<file path="config.mk">
export PLATFORM = sky130hd
export DESIGN_NAME = lsu
export DESIGN_NICKNAME = d
export VERILOG_FILES = /design/src/rtl/lsu_pkg.sv /design/src/rtl/lsu_check.sv /design/src/rtl/lsu.sv
export SDC_FILE = /design/constraint.sdc
export NUM_CORES = 1
export LEC_CHECK = 0
export CORE_UTILIZATION = 25
export CTS_CLUSTER_DIAMETER = 120
export DETAILED_ROUTE_END_ITERATION = 8
export REMOVE_ABC_BUFFERS = 1
export SYNTH_ARGS = -nofsm -noshare
export SYNTH_HDL_FRONTEND = slang
export SYNTH_SLANG_ARGS = --single-unit
</file>
<file path="constraint.sdc">
create_clock -name clk -period 1.35 [get_ports clk]
set_input_delay 0.135 -clock clk [delete_from_list [all_inputs] [get_ports clk]]
set_output_delay 0.135 -clock clk [all_outputs]
set_load 0.02 [all_outputs]
</file>
<file path="src/rtl/lsu_pkg.sv">
// -----------------------------------------------------------------------------
// lsu_pkg -- shared definitions for the load/store unit.
//
// Holds the data-memory op codes (shared with the dm block), the LSU FSM
// state type, and small op-classification helpers used by the legality
// decode.
//
// Configuration macro: LSU_BOUNDS_CHECK_EN (consumed by lsu_check / lsu).
// -----------------------------------------------------------------------------
package lsu_pkg;

  // Data-memory access types. Loads use WD/BS/BZ/HS/HZ, stores use WD/SB/SH.
  localparam logic [2:0] DM_OP_WD = 3'd0;  // 32-bit word
  localparam logic [2:0] DM_OP_BS = 3'd1;  // byte, sign-extended
  localparam logic [2:0] DM_OP_BZ = 3'd2;  // byte, zero-extended
  localparam logic [2:0] DM_OP_HS = 3'd3;  // half, sign-extended
  localparam logic [2:0] DM_OP_HZ = 3'd4;  // half, zero-extended
  localparam logic [2:0] DM_OP_SB = 3'd5;  // store byte
  localparam logic [2:0] DM_OP_SH = 3'd6;  // store half

  typedef enum logic [1:0] {
    LSU_S_IDLE   = 2'd0,
    LSU_S_ACCESS = 2'd1,
    LSU_S_RESP   = 2'd2
  } lsu_state_e;

  function automatic logic is_store_op(input logic [2:0] op);
    return (op == DM_OP_WD) || (op == DM_OP_SB) || (op == DM_OP_SH);
  endfunction

  function automatic logic is_load_op(input logic [2:0] op);
    return (op == DM_OP_WD) || (op == DM_OP_BS) || (op == DM_OP_BZ) ||
           (op == DM_OP_HS) || (op == DM_OP_HZ);
  endfunction

  // Ops that move a halfword and therefore need addr[0] == 0.
  function automatic logic is_half_op(input logic [2:0] op);
    return (op == DM_OP_HS) || (op == DM_OP_HZ) || (op == DM_OP_SH);
  endfunction

endpackage

</file>
<file path="src/rtl/lsu_check.sv">
// -----------------------------------------------------------------------------
// lsu_check -- combinational request legality decode.
//
// Flags a request as erroneous when:
//   - the op is not legal for the direction (store: WD/SB/SH,
//     load: BS/BZ/HS/HZ/WD),
//   - a halfword op has addr[0] set, or a word op has addr[1:0] != 0,
//   - (LSU_BOUNDS_CHECK_EN only) the word index addr[31:2] >= NMEM.
// Byte ops are never misaligned.
//
// Ports:
//   we_i    1   1 = store, 0 = load
//   op_i    3   DM_OP_* access type
//   addr_i  32  byte address
//   err_o   1   request must not reach memory
// -----------------------------------------------------------------------------
module lsu_check
  import lsu_pkg::*;
#(
  parameter int unsigned NMEM = 256
) (
  input  logic        we_i,
  input  logic [2:0]  op_i,
  input  logic [31:0] addr_i,
  output logic        err_o
);

`ifdef LSU_BOUNDS_CHECK_EN
  localparam bit BoundsEn = 1'b1;
`else
  localparam bit BoundsEn = 1'b0;
`endif

  logic legal;
  logic misaligned;
  logic out_of_bounds;

  always_comb begin
    legal         = we_i ? is_store_op(op_i) : is_load_op(op_i);
    misaligned    = (is_half_op(op_i) && addr_i[0]) ||
                    ((op_i == DM_OP_WD) && (addr_i[1:0] != 2'b00));
    // The compare is always built so NMEM stays referenced; it only
    // contributes to err_o when the bounds feature is compiled in.
    out_of_bounds = ({2'b00, addr_i[31:2]} >= NMEM);
    err_o         = !legal || misaligned || (BoundsEn && out_of_bounds);
  end

endmodule

</file>
<file path="src/rtl/lsu.sv">
// -----------------------------------------------------------------------------
// lsu -- load/store unit, initiator side of the data-memory interface.
//
// Takes one request at a time from the MEM stage over a valid/ready
// handshake, registers it, rejects illegal/misaligned requests without
// touching memory, otherwise drives memory for exactly one cycle (ACCESS),
// captures load data and presents a response until the consumer takes it.
//
//   IDLE   --req_valid, ok-->  ACCESS --> RESP --resp_ready--> IDLE
//   IDLE   --req_valid, err--------------> RESP
//
// Configuration macro: LSU_BOUNDS_CHECK_EN -- when defined, word indices
// >= NMEM are rejected as errors (see lsu_check).
//
// Ports:
//   clk, rst_n                     clock, synchronous active-low reset
//   req_valid/req_ready            request handshake (ready only in IDLE)
//   req_we/op/addr/wdata/tag       request fields
//   resp_valid/resp_ready          response handshake
//   resp_rdata/resp_tag/resp_err   response fields (rdata 0 for stores/errors)
//   dm_w/dm_r                      memory write strobe / read enable
//   dm_addr/dm_wdata/dm_op         memory request, held between accesses
//   dm_rdata                       memory read data (combinational)
// -----------------------------------------------------------------------------
module lsu
  import lsu_pkg::*;
#(
  parameter int unsigned NMEM = 256,
  parameter int unsigned TAGW = 5
) (
  input  logic            clk,
  input  logic            rst_n,

  input  logic            req_valid,
  output logic            req_ready,
  input  logic            req_we,
  input  logic [2:0]      req_op,
  input  logic [31:0]     req_addr,
  input  logic [31:0]     req_wdata,
  input  logic [TAGW-1:0] req_tag,

  output logic            resp_valid,
  input  logic            resp_ready,
  output logic [31:0]     resp_rdata,
  output logic [TAGW-1:0] resp_tag,
  output logic            resp_err,

  output logic            dm_w,
  output logic            dm_r,
  output logic [31:0]     dm_addr,
  output logic [31:0]     dm_wdata,
  output logic [2:0]      dm_op,
  input  logic [31:0]     dm_rdata
);

  lsu_state_e      state_q, state_d;
  logic            we_q,    we_d;
  logic [2:0]      op_q,    op_d;
  logic [31:0]     addr_q,  addr_d;
  logic [31:0]     wdata_q, wdata_d;
  logic [TAGW-1:0] tag_q,   tag_d;
  logic [31:0]     rdata_q, rdata_d;
  logic            err_q,   err_d;

  logic            chk_err;

  // Legality is decided on the live request so the error path can skip
  // ACCESS entirely.
  lsu_check #(
    .NMEM (NMEM)
  ) u_check (
    .we_i   (req_we),
    .op_i   (req_op),
    .addr_i (req_addr),
    .err_o  (chk_err)
  );

  always_ff @(posedge clk) begin
    if (!rst_n) begin
      state_q <= LSU_S_IDLE;
      we_q    <= 1'b0;
      op_q    <= '0;
      addr_q  <= '0;
      wdata_q <= '0;
      tag_q   <= '0;
      rdata_q <= '0;
      err_q   <= 1'b0;
    end else begin
      state_q <= state_d;
      we_q    <= we_d;
      op_q    <= op_d;
      addr_q  <= addr_d;
      wdata_q <= wdata_d;
      tag_q   <= tag_d;
      rdata_q <= rdata_d;
      err_q   <= err_d;
    end
  end

  always_comb begin
    state_d = state_q;
    we_d    = we_q;
    op_d    = op_q;
    addr_d  = addr_q;
    wdata_d = wdata_q;
    tag_d   = tag_q;
    rdata_d = rdata_q;
    err_d   = err_q;

    unique case (state_q)
      LSU_S_IDLE: begin
        if (req_valid) begin
          we_d    = req_we;
          op_d    = req_op;
          addr_d  = req_addr;
          wdata_d = req_wdata;
          tag_d   = req_tag;
          // Cleared here so stores and rejected requests report zero data.
          rdata_d = '0;
          err_d   = chk_err;
          state_d = chk_err ? LSU_S_RESP : LSU_S_ACCESS;
        end
      end
      LSU_S_ACCESS: begin
        rdata_d = we_q ? '0 : dm_rdata;
        state_d = LSU_S_RESP;
      end
      LSU_S_RESP: begin
        if (resp_ready) begin
          state_d = LSU_S_IDLE;
        end
      end
      default: begin
        state_d = LSU_S_IDLE;
      end
    endcase
  end

  always_comb begin
    req_ready  = (state_q == LSU_S_IDLE);
    resp_valid = (state_q == LSU_S_RESP);
    resp_rdata = rdata_q;
    resp_tag   = tag_q;
    resp_err   = err_q;

    // The write strobe is gated by rst_n so a store caught by reset in its
    // ACCESS cycle never commits.
    dm_r     = (state_q == LSU_S_ACCESS) && !we_q;
    dm_w     = (state_q == LSU_S_ACCESS) && we_q && rst_n;
    dm_addr  = addr_q;
    dm_wdata = wdata_q;
    dm_op    = op_q;
  end

endmodule
</file>
==> results.json <==
{
  "status": "finished with violations",
  "violations": "setup timing",
  "path_cells": "nor2b_4 -> buf_6 -> and2b_2 -> buf_12 -> buf_8",
  "max_slew.worst_pin.slew_ns": 0.309,
  "dieArea_um2": 17200,
  "fin_area_um2": 7290,
  "drc_errors": 0,
  "core_um2": 16100,
  "synthCells": 450,
  "drive_above_1_share": 0.166,
  "dp_hpwl_um": 8460,
  "reg2reg_from": "state_q[0]",
  "yosysSeqAreaShare": 0.519,
  "htree_num_levels": 3,
  "peakVddDrop_mv": 0.726,
  "ys_ff_latch": 108,
  "synthToLayoutAreaGrowth_pct": 75.1,
  "path_max_fanout": 5,
  "required_ns": 1.22,
  "path_delay_family": "buffers and inverters",
  "synth.largest_area_cell": "dfxtp_1",
  "dp.cells": 865,
  "vias_per_cell": 4.35,
  "grt_max_degree": 83,
  "first_pass_iters": 4,
  "hold_class": "input pin to flip-flop",
  "fin_crit_ns": 1.51,
  "cts_tree": "built",
  "gp_congestion": 0.731,
  "wl_met3_um": 1320,
  "maxSlewHeadroom": 0.791,
  "utilization": 0.454,
  "start_util": 0.259,
  "drtAntennaViolNets": 0,
  "cp_slowest_cell": "dfxtp_2",
  "drt_iter0_drc": 105,
  "cts_buffer_depth": 2,
  "cp_num_cells": 5,
  "grt_pass1_wl_um": 18900,
  "fp.dieH_um": 131,
  "drt-met1-wl_um": 5360,
  "rows": 46,
  "routed_wl_um": 13200,
  "wl_per_cell_um": 14.6,
  "gr-total-overflow": 0,
  "grt_setup_unrepaired": "yes",
  "fin_cells": 903,
  "met2_length_um": 6340,
  "cts_inserted_buffers": 9,
  "ios": 218,
  "highest_layer": "met5",
  "slew_violations": 0,
  "r2r-end": "resp_rdata[5]",
  "pre_cts_slack_ns": -0.228,
  "numPortBuffers": 217,
  "grt_pass1_vias": 3766,
  "synth_top_area_frac": 0.519,
  "p_leak_nw": 3.13,
  "fmax_mhz": 664,
  "num-nets-final": 791,
  "cp_num_buf_inv": 3,
  "clk_transition_reported_paths_ns": 0.07,
  "synth_area_um2": 4170,
  "max_cap_violations": 0,
  "cts_sinks": 108,
  "cts-root-buf": "clkbuf_16",
  "crit_end": "dm_r",
  "diodes": 0,
  "layout_setup_ws_ns": -0.156,
  "ys.warnings.count": 0,
  "skew_ns": 0.00878,
  "grtUsageTotal": 0.145,
  "postSynthAreaPerCell_um2": 9.26,
  "hold_viol": 0,
  "max_stage_delay_ns": 0.33,
  "setup_viol": 28,
  "placed_area_um2": 6580,
  "synth_cell_types": 31,
  "cp.arrival_ns": 1.37,
  "endpoint_kind": "output pin",
  "via_count": 3927,
  "worstSetupStartpointType": "flip-flop",
  "synth_area_leaders": "dfxtp_1 (52%), nand2_1 (13%), a21boi_1 (6.7%)",
  "cellPowerDensity_nw_per_um2": 1080,
  "die-width_um": 131,
  "antenna_found_initial": 1,
  "ctsHoldBuffers": 0,
  "reg2reg_slack_ns": -0.12,
  "clk_latency_ns": 0.35,
  "r2r_cells": 8,
  "startpoint": "state_q[0]",
  "fin_crit_sh": 1.12,
  "setup.worst_path.class": "flip-flop to output pin"
}
## layout by cell type (no fill, tap or decap), types with 2 or more instances in the layout
master / n
a21boi_0: 12
a21boi_1: 58
a21boi_2: 3
a21oi_1: 2
a22oi_2: 32
and3_1: 2
buf_12: 9
buf_16: 3
buf_2: 2
buf_4: 15
buf_6: 5
buf_8: 3
clkbuf_16: 16
clkdlybuf4s50_1: 107
clkinv_4: 2
dfxtp_1: 106
dlygate4sd2_1: 105
inv_6: 2
nand2_1: 144
nand2_2: 2
nand3b_1: 2
nor2b_1: 25
nor2b_2: 9
## tightest hold or removal path: stages
cell and delay (ns):
buf_2 0.13, buf_12 0.19, a21boi_0 0.15
## per-layer routing
metal,track usage,vias to the layer above
met4,0.0588,2
met1,0.155,1810
met5,0,-
met2,0.251,150
li1,-,1951
met3,0.0625,14
## sequential cells by signal, indices dropped and copies added (netlist names)
register	count
dm_wdata	32
resp_tag	5
state_q	2
dm_addr	32
resp_err	1
we_q	1
resp_rdata	32
dm_op	3
## where the power goes
group          switching (mW)  internal (mW)
logic                   0.896          0.965
registers              0.0987           3.38
clock network            1.26           1.28
total                    2.26           5.63
## through the flow
| step | TNS (ns) | total power [mW] | hold WS, ns |
|---|---|---|---|
| 2_1_floorplan | -88.24 | 4.22 | 0.263 |
| 3_3_place_gp | -4.69 | 5.20 | 0.441 |
| 3_5_place_dp | -7.21 | 5.22 | 0.444 |
| 4_1_cts | -3.32 | 7.82 | 0.302 |
| 5_1_grt | -3.87 | 8.28 | 0.315 |
| 6_report | -1.64 | 7.88 | 0.316 |
## synthesized netlist by cell type, drive strengths merged
| cell type | number |
|---|---|
| and3 | 2 |
| or3 | 1 |
| buf | 23 |
| o21bai | 1 |
| xor2 | 1 |
| a22oi | 33 |
| nand2b | 1 |
| nor2 | 2 |
| nand2 | 147 |
| nor2b | 35 |
| and2 | 1 |
| clkbuf | 12 |
| a21oi | 2 |
| dfxtp | 108 |
| and2b | 1 |
| o21ai | 2 |
| a21boi | 73 |
| xnor2 | 1 |
| o311ai | 1 |
| nand3b | 2 |
| o31a | 1 |
## worst min path at each step
stage	start	end	slack, ns	cells after the start
floorplan	rst_n	resp_rdata[0]	0.26	1
global placement	dm_wdata[11]	dm_wdata[11]	0.44	2
detailed placement	dm_wdata[23]	dm_wdata[23]	0.44	2
CTS	req_wdata[11]	dm_wdata[11]	0.30	3
global route	req_addr[3]	dm_addr[3]	0.31	3
finish	rst_n	dm_addr[21]	0.32	3
## what timing repair did
action | in CTS | in global routing
gates cloned | 4 | 8
buffers inserted | 9 | 5
pin swaps | 31 | 5
resized for setup | 158 | 39
setup endpoints to repair | 148 | 73
## cell families after synthesis
kind of cell,after synthesis,synth area share
buf+inv,35,0.0559
simple gates,192,0.208
xor+xnor,2,0.00421
compound gates,113,0.213
flops,108,0.519
## area by class of cell
type | count | area (um^2)
Fill cell | 1560 | 8760
Multi-Input combinational cell | 307 | 1920
Clock inverter | 7 | 58.8
Tap cell | 216 | 270
Clock buffer | 9 | 225
Timing Repair Buffer | 256 | 2650
Sequential cell | 108 | 2170
Note: power is estimated with default switching activity, not from simulation.
==> variant, RTL diff (same settings) <==
Encoding of `lsu_state_e`: now one-hot (3 bits for 3 states).
--- a/src/rtl/lsu_pkg.sv
+++ b/src/rtl/lsu_pkg.sv
@@ -20,6 +20,6 @@
 
-  typedef enum logic [1:0] {
-    LSU_S_IDLE   = 2'd0,
-    LSU_S_ACCESS = 2'd1,
-    LSU_S_RESP   = 2'd2
+  typedef enum logic [2:0] {
+    LSU_S_IDLE   = 3'b001,
+    LSU_S_ACCESS = 3'b010,
+    LSU_S_RESP   = 3'b100
   } lsu_state_e;
Function: no difference found for any inputs over 10 cycles, from zero or initial values and one cycle with rst_n low; not proved beyond that.
==> variant against the original RTL <==
- first-iteration DRC count up 62%
- wire length rose by 0.66%
- setup slack gained 40 ps
- highest routed layer is now met4
- total power rose by 4.5%
- synthesized area is 7.6% lower
- sequential cell count up 1
- count of clock-buffer cells in the layout increased by 2
- largest cell class unchanged
- final area decreased by 4.0%
- the run still ends with setup timing left
- synthesized cell count grew 2.0%
- clock power increased by 14%
- worst hold slack improved by 8.4 ps
- clock skew is 1.6 ps lower
==> variant: results (changes against the original RTL) <==
Status
  – Status: complete, but fails checks
  – Failing checks: setup timing

Layout
  – Inverter count: 2 (+2)
  – Area occupied by multi-input gates: 1720 sq um (-10%)
  – # fillers: 1,421 (-8.9%)
  – Reg area: 2190 sq um (+0.98%)
  – Count of multi-input gates: 313 (+2.0%)

Place
  – Pre-CTS setup slack: -319 ps (-91.0 ps)
  – Final HPWL DP: 8.34 mm (-1.4%)

Global route
  – Grt met2 use: 25.6% (+0.52 points)
  – Met1 Use GR: 19.1% (+3.6 points)
  – First-pass GRT wire length: 19.8 mm (+4.9%)

STA
  – Final Setup Violations: 108 (+290%)
  – Worst Hold Margin: 325 ps (+8.43 ps)
  – Setup TNS: -5130 ps (-3490 ps)
  – Final worst slack: -117 ps (+39.7 ps)

CTS
  – Clk sinks: 109 (+0.93%)
  – Post-CTS Setup Bufs: 3 (-6)

Routing
  – Initial DRC count: 170 (+62%)
  – Vias per cell: 4.57 (+5.2%)
  – DR WL met3: 1.06 mm (-20%)
  – Met2 Routed Length: 6.19 mm (-2.4%)

Yosys
  – Synthesized area: 3850 sq um (-7.6%)
  – Library cells used by synthesis: 26 (-16%)

Pwr
  – Internal power: 5990 uW (+6.5%)

Worst setup path
  – Worst Path Arrival: 1700 ps (+330 ps)
  – CP delay by family, top: simple AND/OR/NAND/NOR gates
[variant: cell count changes after synthesis, sizes merged, moves of 5 or more]
| cell | before | now |
|---|---|---|
| a21boi | 73 | 0 |
| a21oi | 2 | 75 |
| nor2b | 35 | 0 |
| nor2 | 2 | 36 |
| buf | 23 | 18 |
| clkbuf | 12 | 17 |
[variant: worst max path at each step]
stage | start | to | slack, ps
after floorplan | state_q[2] | state_q[2] | -1300
after global placement | req_op[1] | state_q[1] | -270
after detailed placement | rst_n | dm_w | -320
after CTS | state_q[1] | dm_op[0] | -120
after global routing | state_q[1] | dm_wdata[13] | -190
final | state_q[1] | state_q[2] | -120
[variant: logic make-up after synthesis]
logic type | count (synthesis) | share of synthesized area (%)
AO/OA/AOI/OAI | 114 | 17.6
XOR/XNOR | 2 | 0.455
buffers and inverters | 37 | 4.84
flip-flops | 109 | 56.7
multiplexers | 1 | 0.260
AND/OR/NAND/NOR | 196 | 20.1
